File: src/rtl/mem_bus_arbiter_pkg.sv
`default_nettype none
// ============================================================================
// Module      : mem_bus_arbiter_pkg
// Description : Shared constants for the memory bus arbiter: FSM state
//               encodings, reset/stall polarities and default bus widths.
// Ports       : none (package)
// Revision    : 1.0  initial release
// ============================================================================
package mem_bus_arbiter_pkg;

    // Default bus geometry
    localparam int c_BUS_ADDR_W = 32;
    localparam int c_BUS_DATA_W = 32;

    // Polarities
    localparam logic c_RST_ENABLE = 1'b1;
    localparam logic c_STOP       = 1'b1;

    // Arbiter FSM encodings
    localparam int         c_ST_W      = 3;
    localparam logic [2:0] c_ST_IDLE   = 3'd0;
    localparam logic [2:0] c_ST_XFER_I = 3'd1;
    localparam logic [2:0] c_ST_XFER_D = 3'd2;
    localparam logic [2:0] c_ST_DONE_I = 3'd3;
    localparam logic [2:0] c_ST_DONE_D = 3'd4;
    localparam logic [2:0] c_ST_DRAIN  = 3'd5;

endpackage
`default_nettype wire

File: src/rtl/arb_timeout_cnt.sv
`default_nettype none
// ============================================================================
// Module      : arb_timeout_cnt
// Description : Bus-cycle watchdog for the arbiter. Counts strobe cycles
//               that pass without an ack and flags expiry on the cycle that
//               would be the TIMEOUT_CYCLES-th ack-less strobe cycle.
//               Only built when MEM_ARB_TIMEOUT_EN is defined.
// Ports       : clk, rst      - clock, synchronous active-high reset
//               i_clr         - restart count (entering a wait state)
//               i_run         - a bus cycle is outstanding
//               i_ack         - slave ack
//               o_expire      - timeout reached this cycle
// Revision    : 1.0  initial release
// ============================================================================
`ifdef MEM_ARB_TIMEOUT_EN
module arb_timeout_cnt #(
    parameter int TIMEOUT_CYCLES = 255
) (
    input  logic clk,
    input  logic rst,
    input  logic i_clr,
    input  logic i_run,
    input  logic i_ack,
    output logic o_expire
);

    localparam int                 c_CNT_W = $clog2(TIMEOUT_CYCLES + 1);
    localparam logic [c_CNT_W-1:0] c_LAST  = c_CNT_W'(TIMEOUT_CYCLES - 1);

    logic [c_CNT_W-1:0] r_cnt;

    // r_cnt is the number of ack-less strobe cycles already completed,
    // so the current cycle is number r_cnt+1.
    always_ff @(posedge clk) begin
        if (rst || i_clr) begin
            r_cnt <= '0;
        end else if (i_run && !i_ack && !o_expire) begin
            r_cnt <= r_cnt + 1'b1;
        end
    end

    assign o_expire = i_run && !i_ack && (r_cnt == c_LAST);

endmodule
`endif
`default_nettype wire

File: src/rtl/mem_bus_arbiter.sv
`default_nettype none
// ============================================================================
// Module      : mem_bus_arbiter
// Description : Shares one bus master port between instruction fetch (I)
//               and data access (D). Data wins arbitration. Each access is
//               one cyc/stb/ack handshake; returned data is held while the
//               requesting stage is held, and discarded after a flush.
//               Optional bus watchdog: define MEM_ARB_TIMEOUT_EN to add the
//               TIMEOUT_CYCLES parameter and the if_err/mem_err ports.
// Ports       : clk/rst                 - clock, sync active-high reset
//               flush                   - pipeline flush
//               if_req/if_addr/if_hold  - fetch request side
//               if_rdata/if_stallreq    - fetch data / stall request
//               mem_req/we/sel/addr/wdata/hold - data request side
//               mem_rdata/mem_stallreq  - load data / stall request
//               bus_cyc/stb/we/sel/addr/wdata  - bus master outputs
//               bus_rdata/bus_ack       - bus slave response
//               if_err/mem_err          - timeout pulses (watchdog build)
// Revision    : 1.0  initial release
// ============================================================================
module mem_bus_arbiter
    import mem_bus_arbiter_pkg::*;
#(
    parameter int ADDR_W = c_BUS_ADDR_W,
    parameter int DATA_W = c_BUS_DATA_W
`ifdef MEM_ARB_TIMEOUT_EN
    ,
    parameter int TIMEOUT_CYCLES = 255
`endif
) (
    input  logic                clk,
    input  logic                rst,
    input  logic                flush,
    input  logic                if_req,
    input  logic [ADDR_W-1:0]   if_addr,
    input  logic                if_hold,
    output logic [DATA_W-1:0]   if_rdata,
    output logic                if_stallreq,
    input  logic                mem_req,
    input  logic                mem_we,
    input  logic [DATA_W/8-1:0] mem_sel,
    input  logic [ADDR_W-1:0]   mem_addr,
    input  logic [DATA_W-1:0]   mem_wdata,
    input  logic                mem_hold,
    output logic [DATA_W-1:0]   mem_rdata,
    output logic                mem_stallreq,
    output logic                bus_cyc,
    output logic                bus_stb,
    output logic                bus_we,
    output logic [DATA_W/8-1:0] bus_sel,
    output logic [ADDR_W-1:0]   bus_addr,
    output logic [DATA_W-1:0]   bus_wdata,
    input  logic [DATA_W-1:0]   bus_rdata,
    input  logic                bus_ack
`ifdef MEM_ARB_TIMEOUT_EN
    ,
    output logic                if_err,
    output logic                mem_err
`endif
);

    localparam int SEL_W = DATA_W / 8;

    logic [c_ST_W-1:0] r_state;
    logic [c_ST_W-1:0] w_next_state;

    logic              r_bus_cyc;
    logic              r_bus_we;
    logic [SEL_W-1:0]  r_bus_sel;
    logic [ADDR_W-1:0] r_bus_addr;
    logic [DATA_W-1:0] r_bus_wdata;
    logic [DATA_W-1:0] r_if_rdata;
    logic [DATA_W-1:0] r_mem_rdata;

    logic w_grant_d;
    logic w_grant_i;
    logic w_in_xfer;
    logic w_bus_end;
    logic w_timeout;

    // Grants are only issued from IDLE and never during a flush; the data
    // side belongs to the older instruction so it takes priority.
    assign w_grant_d = (r_state == c_ST_IDLE) && !flush && mem_req;
    assign w_grant_i = (r_state == c_ST_IDLE) && !flush && !mem_req && if_req;

    // A bus cycle is outstanding in XFER_I, XFER_D and DRAIN.
    assign w_in_xfer = (r_state == c_ST_XFER_I) || (r_state == c_ST_XFER_D) ||
                       (r_state == c_ST_DRAIN);
    assign w_bus_end = bus_ack || w_timeout;

`ifdef MEM_ARB_TIMEOUT_EN
    logic w_enter_wait;
    logic r_if_err;
    logic r_mem_err;

    // Restart the watchdog whenever a wait state is newly entered,
    // including XFER_x -> DRAIN.
    assign w_enter_wait = (w_next_state != r_state) &&
                          ((w_next_state == c_ST_XFER_I) ||
                           (w_next_state == c_ST_XFER_D) ||
                           (w_next_state == c_ST_DRAIN));

    arb_timeout_cnt #(
        .TIMEOUT_CYCLES (TIMEOUT_CYCLES)
    ) u_timeout_cnt (
        .clk      (clk),
        .rst      (rst),
        .i_clr    (w_enter_wait),
        .i_run    (w_in_xfer),
        .i_ack    (bus_ack),
        .o_expire (w_timeout)
    );

    // Error pulses only for a live transfer; a drained or flushed cycle
    // that times out is dropped silently.
    always_ff @(posedge clk) begin
        if (rst == c_RST_ENABLE) begin
            r_if_err  <= 1'b0;
            r_mem_err <= 1'b0;
        end else begin
            r_if_err  <= (r_state == c_ST_XFER_I) && !flush && !bus_ack && w_timeout;
            r_mem_err <= (r_state == c_ST_XFER_D) && !flush && !bus_ack && w_timeout;
        end
    end

    assign if_err  = r_if_err;
    assign mem_err = r_mem_err;
`else
    assign w_timeout = 1'b0;
`endif

    // ------------------------------------------------------------------
    // FSM: state register
    // ------------------------------------------------------------------
    always_ff @(posedge clk) begin
        if (rst == c_RST_ENABLE) begin
            r_state <= c_ST_IDLE;
        end else begin
            r_state <= w_next_state;
        end
    end

    // ------------------------------------------------------------------
    // FSM: next-state logic
    // ------------------------------------------------------------------
    always_comb begin
        w_next_state = r_state;
        case (r_state)
            c_ST_IDLE: begin
                if (w_grant_d) begin
                    w_next_state = c_ST_XFER_D;
                end else if (w_grant_i) begin
                    w_next_state = c_ST_XFER_I;
                end
            end
            c_ST_XFER_I: begin
                // A flushed cycle still has to finish on the bus; if it
                // finishes in the flush cycle itself there is nothing to drain.
                if (flush) begin
                    w_next_state = w_bus_end ? c_ST_IDLE : c_ST_DRAIN;
                end else if (w_bus_end) begin
                    w_next_state = c_ST_DONE_I;
                end
            end
            c_ST_XFER_D: begin
                if (flush) begin
                    w_next_state = w_bus_end ? c_ST_IDLE : c_ST_DRAIN;
                end else if (w_bus_end) begin
                    w_next_state = c_ST_DONE_D;
                end
            end
            c_ST_DONE_I: begin
                if (flush || !if_hold) begin
                    w_next_state = c_ST_IDLE;
                end
            end
            c_ST_DONE_D: begin
                if (flush || !mem_hold) begin
                    w_next_state = c_ST_IDLE;
                end
            end
            c_ST_DRAIN: begin
                if (w_bus_end) begin
                    w_next_state = c_ST_IDLE;
                end
            end
            default: begin
                w_next_state = c_ST_IDLE;
            end
        endcase
    end

    // ------------------------------------------------------------------
    // FSM: outputs
    // ------------------------------------------------------------------
    always_comb begin
        if_stallreq  = (if_req && !flush && (r_state != c_ST_DONE_I)) ? c_STOP : ~c_STOP;
        mem_stallreq = (mem_req && !flush && (r_state != c_ST_DONE_D)) ? c_STOP : ~c_STOP;
        // Reset removes the strobe in the same cycle rather than at the
        // next edge, so a slave never sees a half-abandoned cycle.
        bus_cyc      = r_bus_cyc && (rst != c_RST_ENABLE);
        bus_stb      = r_bus_cyc && (rst != c_RST_ENABLE);
    end

    assign bus_we    = r_bus_we;
    assign bus_sel   = r_bus_sel;
    assign bus_addr  = r_bus_addr;
    assign bus_wdata = r_bus_wdata;
    assign if_rdata  = r_if_rdata;
    assign mem_rdata = r_mem_rdata;

    // ------------------------------------------------------------------
    // Bus request registers and returned-data registers
    // ------------------------------------------------------------------
    always_ff @(posedge clk) begin
        if (rst == c_RST_ENABLE) begin
            r_bus_cyc   <= 1'b0;
            r_bus_we    <= 1'b0;
            r_bus_sel   <= '0;
            r_bus_addr  <= '0;
            r_bus_wdata <= '0;
            r_if_rdata  <= '0;
            r_mem_rdata <= '0;
        end else begin
            if (w_grant_d) begin
                r_bus_cyc   <= 1'b1;
                r_bus_we    <= mem_we;
                r_bus_sel   <= mem_sel;
                r_bus_addr  <= mem_addr;
                r_bus_wdata <= mem_wdata;
            end else if (w_grant_i) begin
                r_bus_cyc   <= 1'b1;
                r_bus_we    <= 1'b0;
                r_bus_sel   <= '1;
                r_bus_addr  <= if_addr;
                r_bus_wdata <= '0;
            end else if (w_in_xfer && w_bus_end) begin
                // Address and write data stay put; only the qualifiers drop.
                r_bus_cyc   <= 1'b0;
                r_bus_we    <= 1'b0;
                r_bus_sel   <= '0;
            end

            // Data is only kept for an unflushed transfer; a timeout
            // returns zero so the stage never consumes stale data.
            if ((r_state == c_ST_XFER_I) && !flush) begin
                if (bus_ack) begin
                    r_if_rdata <= bus_rdata;
                end else if (w_timeout) begin
                    r_if_rdata <= '0;
                end
            end
            if ((r_state == c_ST_XFER_D) && !flush) begin
                if (bus_ack) begin
                    r_mem_rdata <= bus_rdata;
                end else if (w_timeout) begin
                    r_mem_rdata <= '0;
                end
            end
        end
    end

endmodule
`default_nettype wire
File: config.mk
export PLATFORM = sky130hd
export DESIGN_NAME = mem_bus_arbiter
export DESIGN_NICKNAME = d
export VERILOG_FILES = /design/src/rtl/mem_bus_arbiter_pkg.sv /design/src/rtl/arb_timeout_cnt.sv /design/src/rtl/mem_bus_arbiter.sv
export SDC_FILE = /design/constraint.sdc
export NUM_CORES = 1
export LEC_CHECK = 0
export ABC_AREA = 1
export BUFFER_PORTS_ARGS = -buffer_cell sky130_fd_sc_hd__buf_2
export CAP_MARGIN = 20
export CORE_ASPECT_RATIO = 1.4
export CORE_MARGIN = 10
export CORE_UTILIZATION = 35
export CTS_BUF_LIST = sky130_fd_sc_hd__clkbuf_4 sky130_fd_sc_hd__clkbuf_8
export DETAILED_ROUTE_END_ITERATION = 7
export GPL_TIMING_DRIVEN = 1
export PLACE_DENSITY = 0.64
export SYNTH_ARGS = -nofsm -noshare
export SYNTH_HDL_FRONTEND = slang
export SYNTH_SLANG_ARGS = --single-unit
export TNS_END_PERCENT = 5
File: constraint.sdc
create_clock -name clk -period 1.38 [get_ports clk]
set_input_delay 0.276 -clock clk [delete_from_list [all_inputs] [get_ports clk]]
set_output_delay 0.276 -clock clk [all_outputs]
set_load 0.1 [all_outputs]
* Word-level counts from Yosys, hierarchy flattened
Cells that the tools add are included.
** Cells by class
- Equal/unequal tests :: 13
- Muxes and demuxes :: 25
- Bitwise operators :: 1
- Reductions and logical operators :: 26
** Operators by type and width (count)
- $mux 32 :: 4
- $mux 3 :: 10
- $pmux 3 s6 :: 1
- $logic_and 1x1->1 :: 12
- $mux 4 :: 3
- $ne 3x3->1 const B :: 4
- $mux 1 :: 7
- $eq 3x2->1 const B :: 2
- $eq 3x3->1 const B :: 2
- $ne 2x2->1 const B :: 3
- $reduce_and 6->1 :: 1
- $logic_not 1->1 :: 4
- $logic_or 1x1->1 :: 4
- $reduce_and 2->1 :: 2
- $eq 3x1->1 const B :: 1
- $logic_not 3->1 :: 1
- $ne 3x2->1 const B :: 1
- $reduce_bool 3->1 :: 1
- $reduce_bool 2->1 :: 1
- $not 1->1 :: 1
** Storage, ports and cells
- Register bits :: 137
- Output and inout bits :: 137
- Logic and storage cells :: 73

* Longest topological paths before layout
- Depth after elaboration :: 7
- Depth in mapped cells :: 10
- Depth with buffers taken out :: 9

* Worst setup path after synthesis
No wires, ideal clock.
- Kind :: input -> output
- From :: input rst
- To :: output bus_stb
- Arrival :: 2232 ps
- Data required time :: 1104 ps
- Slack :: -1128 ps
- Stages :: 3
- Buffers on the path :: 2
- Cell sequence :: clkbuf_1 nor2_1 buf_4
** Between the ends
- Word-level cells in the longest chain between the ends :: 2
** RTL lines
- from (decl) :: RTL line mem_bus_arbiter.sv:32 : input logic rst,
- $not 1->1
- $logic_and 1x1->1
- to (decl) :: RTL line mem_bus_arbiter.sv:48 : output logic bus_stb,
Every way passes these cells.

* Final worst setup path
- From :: register r_state[1]
- To :: output if_stallreq
** Between the ends
- Word-level cells in the longest chain between the ends :: 3
** RTL lines
- from (decl) :: RTL line mem_bus_arbiter.sv:64 : logic [c_ST_W-1:0] r_state;
- from (signal assigned) :: RTL line mem_bus_arbiter.sv:137 : r_state <= c_ST_IDLE;
- from (signal assigned) :: RTL line mem_bus_arbiter.sv:139 : r_state <= w_next_state;
- $ne 3x2->1 :: RTL line mem_bus_arbiter.sv:197 : if_stallreq = (if_req && !flush && (r_state != c_ST_DONE_I)) ? c_STOP : ~c_STOP;
- $logic_and 1x1->1 :: RTL line mem_bus_arbiter.sv:197
- $mux 1 :: RTL line mem_bus_arbiter.sv:197
- to (decl) :: RTL line mem_bus_arbiter.sv:38 : output logic if_stallreq,
Every way passes these cells.

==> impl_metrics.yaml <==
run_status:
  status: "finished, violations left"
  violations: "negative setup slack"
logic_synthesis:
  ys_ff_latch: 137
  netlist_instances: 743
  ys_top_cells_by_area: "dfxtp_1 (51%), nor2_1 (15%), nand2_1 (9.2%)"
  synth_most_common_cell: "nor2_1"
  synth-edff-count: 0
  synth_common_cells: "nor2_1 (216), dfxtp_1 (137), nand2_1 (132), a21oi_1 (69), o21ai_0 (68)"
  yosys.area.top_type: "dfxtp_1"
  synthesis.nets: 884
  yosysTopAreaCellShare_pct: 50.7
  synth-main-ff-cell: "dfxtp_1"
  async_flop_share_pct: 0
  yosys_warnings: 0
  synth.avg_cell_area_um2: 7.29
  seq_area_frac_synth_pct: 50.7
  netlist_area_um2: 5410
  ys_types: 21
flow_run:
  drv_cap: 0
global_route:
  grt_pass1_wl_mm: 31.5
  antenna_found_initial: 2
  grt_max_degree: 71
  grt_usage_pct: 18.6
  grt_pass1_vias: 5917
  grt-ovfl-total: 0
cts:
  clockBufferDepth: 2
  hold_buffers: 0
  cts_buffers: 17
  htreeDepth: 4
  cts-root-buf: "clkbuf_8"
  clk_pin_slew_ns: 0.08
  cts_num_sinks: 137
  insertion_delay_ns: 0.45
  cts_tree: "yes"
die:
  core_um2: 15100
  fp.dieArea_um2: 20900
  ios: 278
  die_h_um: 167
  rows: 53
  chipWidth_um: 125
  start_util_pct: 35.8
critical_path:
  slowest_stage: "dfxtp_4"
  crit_arrival_ns: 1.33
  cp_cell_sequence: "buf_6, nand2_4, nor2_4, nor2_4, buf_12"
  cp-end-kind: "output pin"
  worstPathMaxFanout: 4
  critical_path_required_ns: 1.10
  critPathMaxStageDelay_ns: 0.37
  crit_path_frequent_cell: "nor2_4"
  startpoint_type: "flip-flop"
  worstSetupPathType: "flip-flop to output pin"
pwr:
  p_per_area_nw_per_um2: 1990
  leakagePower_uw: 0.00409
  ir_worst_vdd_v: 0.00113
detailed_routing:
  drt_iter0_drc: 345
  via_per_inst: 4.76
  routed_wl_mm: 21.0
  dr.pass1.iters: 4
  drt-wirelength-per-cell_um: 16.8
  post-route-drc-count: 0
  vias: 5967
  ant_nets: 0
timing:
  finalCritPeriodShare_pct: 117
  maxSlewViolCount: 0
  fin_worst_skew_ns: 0.0109
  finalSetupViolCount: 109
  rsz0062_at_grt: "true"
  hold_viol_final: 0
  holdWs_ns: 0.0717
  final.min_clock_period_ns: 1.61
  fin_tns_setup_ns: -11.55
  fmax_ghz: 0.622
  max_slew.worst_pin.slew_ns: 0.521
  finalWorstSetupSlack_ns: -0.228
  maxSlewHeadroom_pct: 65.2
placement:
  dp_hpwl_mm: 15.1
  port_buffers: 277
  place_congestion: 0.855
cells_and_area:
  final_layout_size_suffix_gt1_share_pct: 40.2
  area_growth_pct: 75.0
  final_nets: 1187
hold_path:
  min-delay-path-class: "primary input to flip-flop"
## cell usage in the layout (no fill, tap or decap), types with 2 or more instances in the layout
master | netlist | layout
inv_1 | 10 | 7
nand3_2 | 0 | 2
nand2_2 | 2 | 4
clkbuf_4 | 0 | 2
nand2_4 | 1 | 3
nand4_1 | 3 | 3
nand2_1 | 132 | 127
a21oi_2 | 0 | 5
buf_12 | 0 | 64
clkinv_4 | 0 | 2
a21oi_1 | 69 | 63
o21ai_0 | 68 | 50
o21ai_4 | 1 | 2
buf_6 | 7 | 68
o21ai_1 | 33 | 49
inv_2 | 6 | 7
dfxtp_2 | 0 | 12
clkinvlp_4 | 0 | 3
clkbuf_16 | 0 | 3
nor2_4 | 2 | 8
diode_2 | 0 | 3
bufinv_16 | 0 | 4
clkbuf_8 | 0 | 18
nor2_1 | 216 | 200
dfxtp_4 | 0 | 2
inv_6 | 0 | 3
dfxtp_1 | 137 | 123
buf_4 | 9 | 30
o21ai_2 | 0 | 2
nand3_1 | 11 | 9
buf_2 | 11 | 140
buf_8 | 0 | 27
nor2_2 | 0 | 10
## per-layer routing
metal / global-route usage [%] / part of all wire (%)
met1: 18.5 / 36
met4: 7.58 / 2.2
met3: 10.6 / 11
met2: 31.5 / 51
met5: 0 / 0
## power by group
part	total [µW]	switching [µW]	internal [µW]
clock network	3700	1640	2060
registers	5170	575	4600
logic	9960	6610	3350
## metrics by stage
stage | worst slack, ns | instances | total power [µW] | util, % | cell area (µm²)
floorplan | -0.258 | 743 | 11300 | - | 5440
global placement | -0.0597 | 1207 | 13800 | 52.3 | 7910
detailed placement | -0.0902 | 1207 | 13800 | 52.3 | 7910
CTS | -0.281 | 1242 | 18300 | 59.8 | 9040
global route | -0.303 | 1253 | 19700 | 62.6 | 9470
finish | -0.228 | 1254 | 18800 | 62.7 | 9470
## critical path: cells and delay by family (launching register included)
kind	cells	cell delay, ns
flops	1	0.37
buf+inv	2	0.31
simple gates	3	0.22
## logic make-up (layout without fill, tap and decap cells)
family / count (synthesis) / after routing / synth area share [%]
simple gates: 369 / 369 / 26.9
buf+inv: 66 / 381 / 6.47
other cells: 0 / 3 / 0
flops: 137 / 137 / 50.7
compound gates: 171 / 172 / 16.0
## path summary, 6_finish.rpt
kind | start | endpoint | slack (ns) | cells after the start
max | r_state[1] | if_stallreq | -0.23 | 5
min | mem_wdata[25] | bus_wdata[25] | 0.07 | 3
max reg2reg | r_state[1] | bus_wdata[7] | -0.21 | 9
min reg2reg | bus_wdata[9] | bus_wdata[9] | 0.48 | 2
## sequential cells by signal, summed over array words and instances, names as in the netlist
register   flops
bus_addr      32
bus_sel        4
bus_wdata     32
bus_we         1
if_rdata      32
mem_rdata     32
r_bus_cyc      1
r_state        3
## layout make-up
cell class,count,area [µm²]
diodes,3,7.51
clock buffers,19,255
clock inverters,13,191
fillers,1261,5650
inverters,16,62.6
multi-input cells,541,2490
flip-flops and latches,137,2770
well taps,192,240
repair buffers,333,3460
## repair_timing
| action | in CTS | in global routing |
|---|---|---|
| setup endpoints to repair | 188 | 183 |
| pin swaps | 9 | 8 |
| resized for setup | 219 | 98 |
| gates cloned | 0 | 5 |
| setup buffers | 3 | 4 |
No activity file was read; power rests on OpenSTA's default activity.
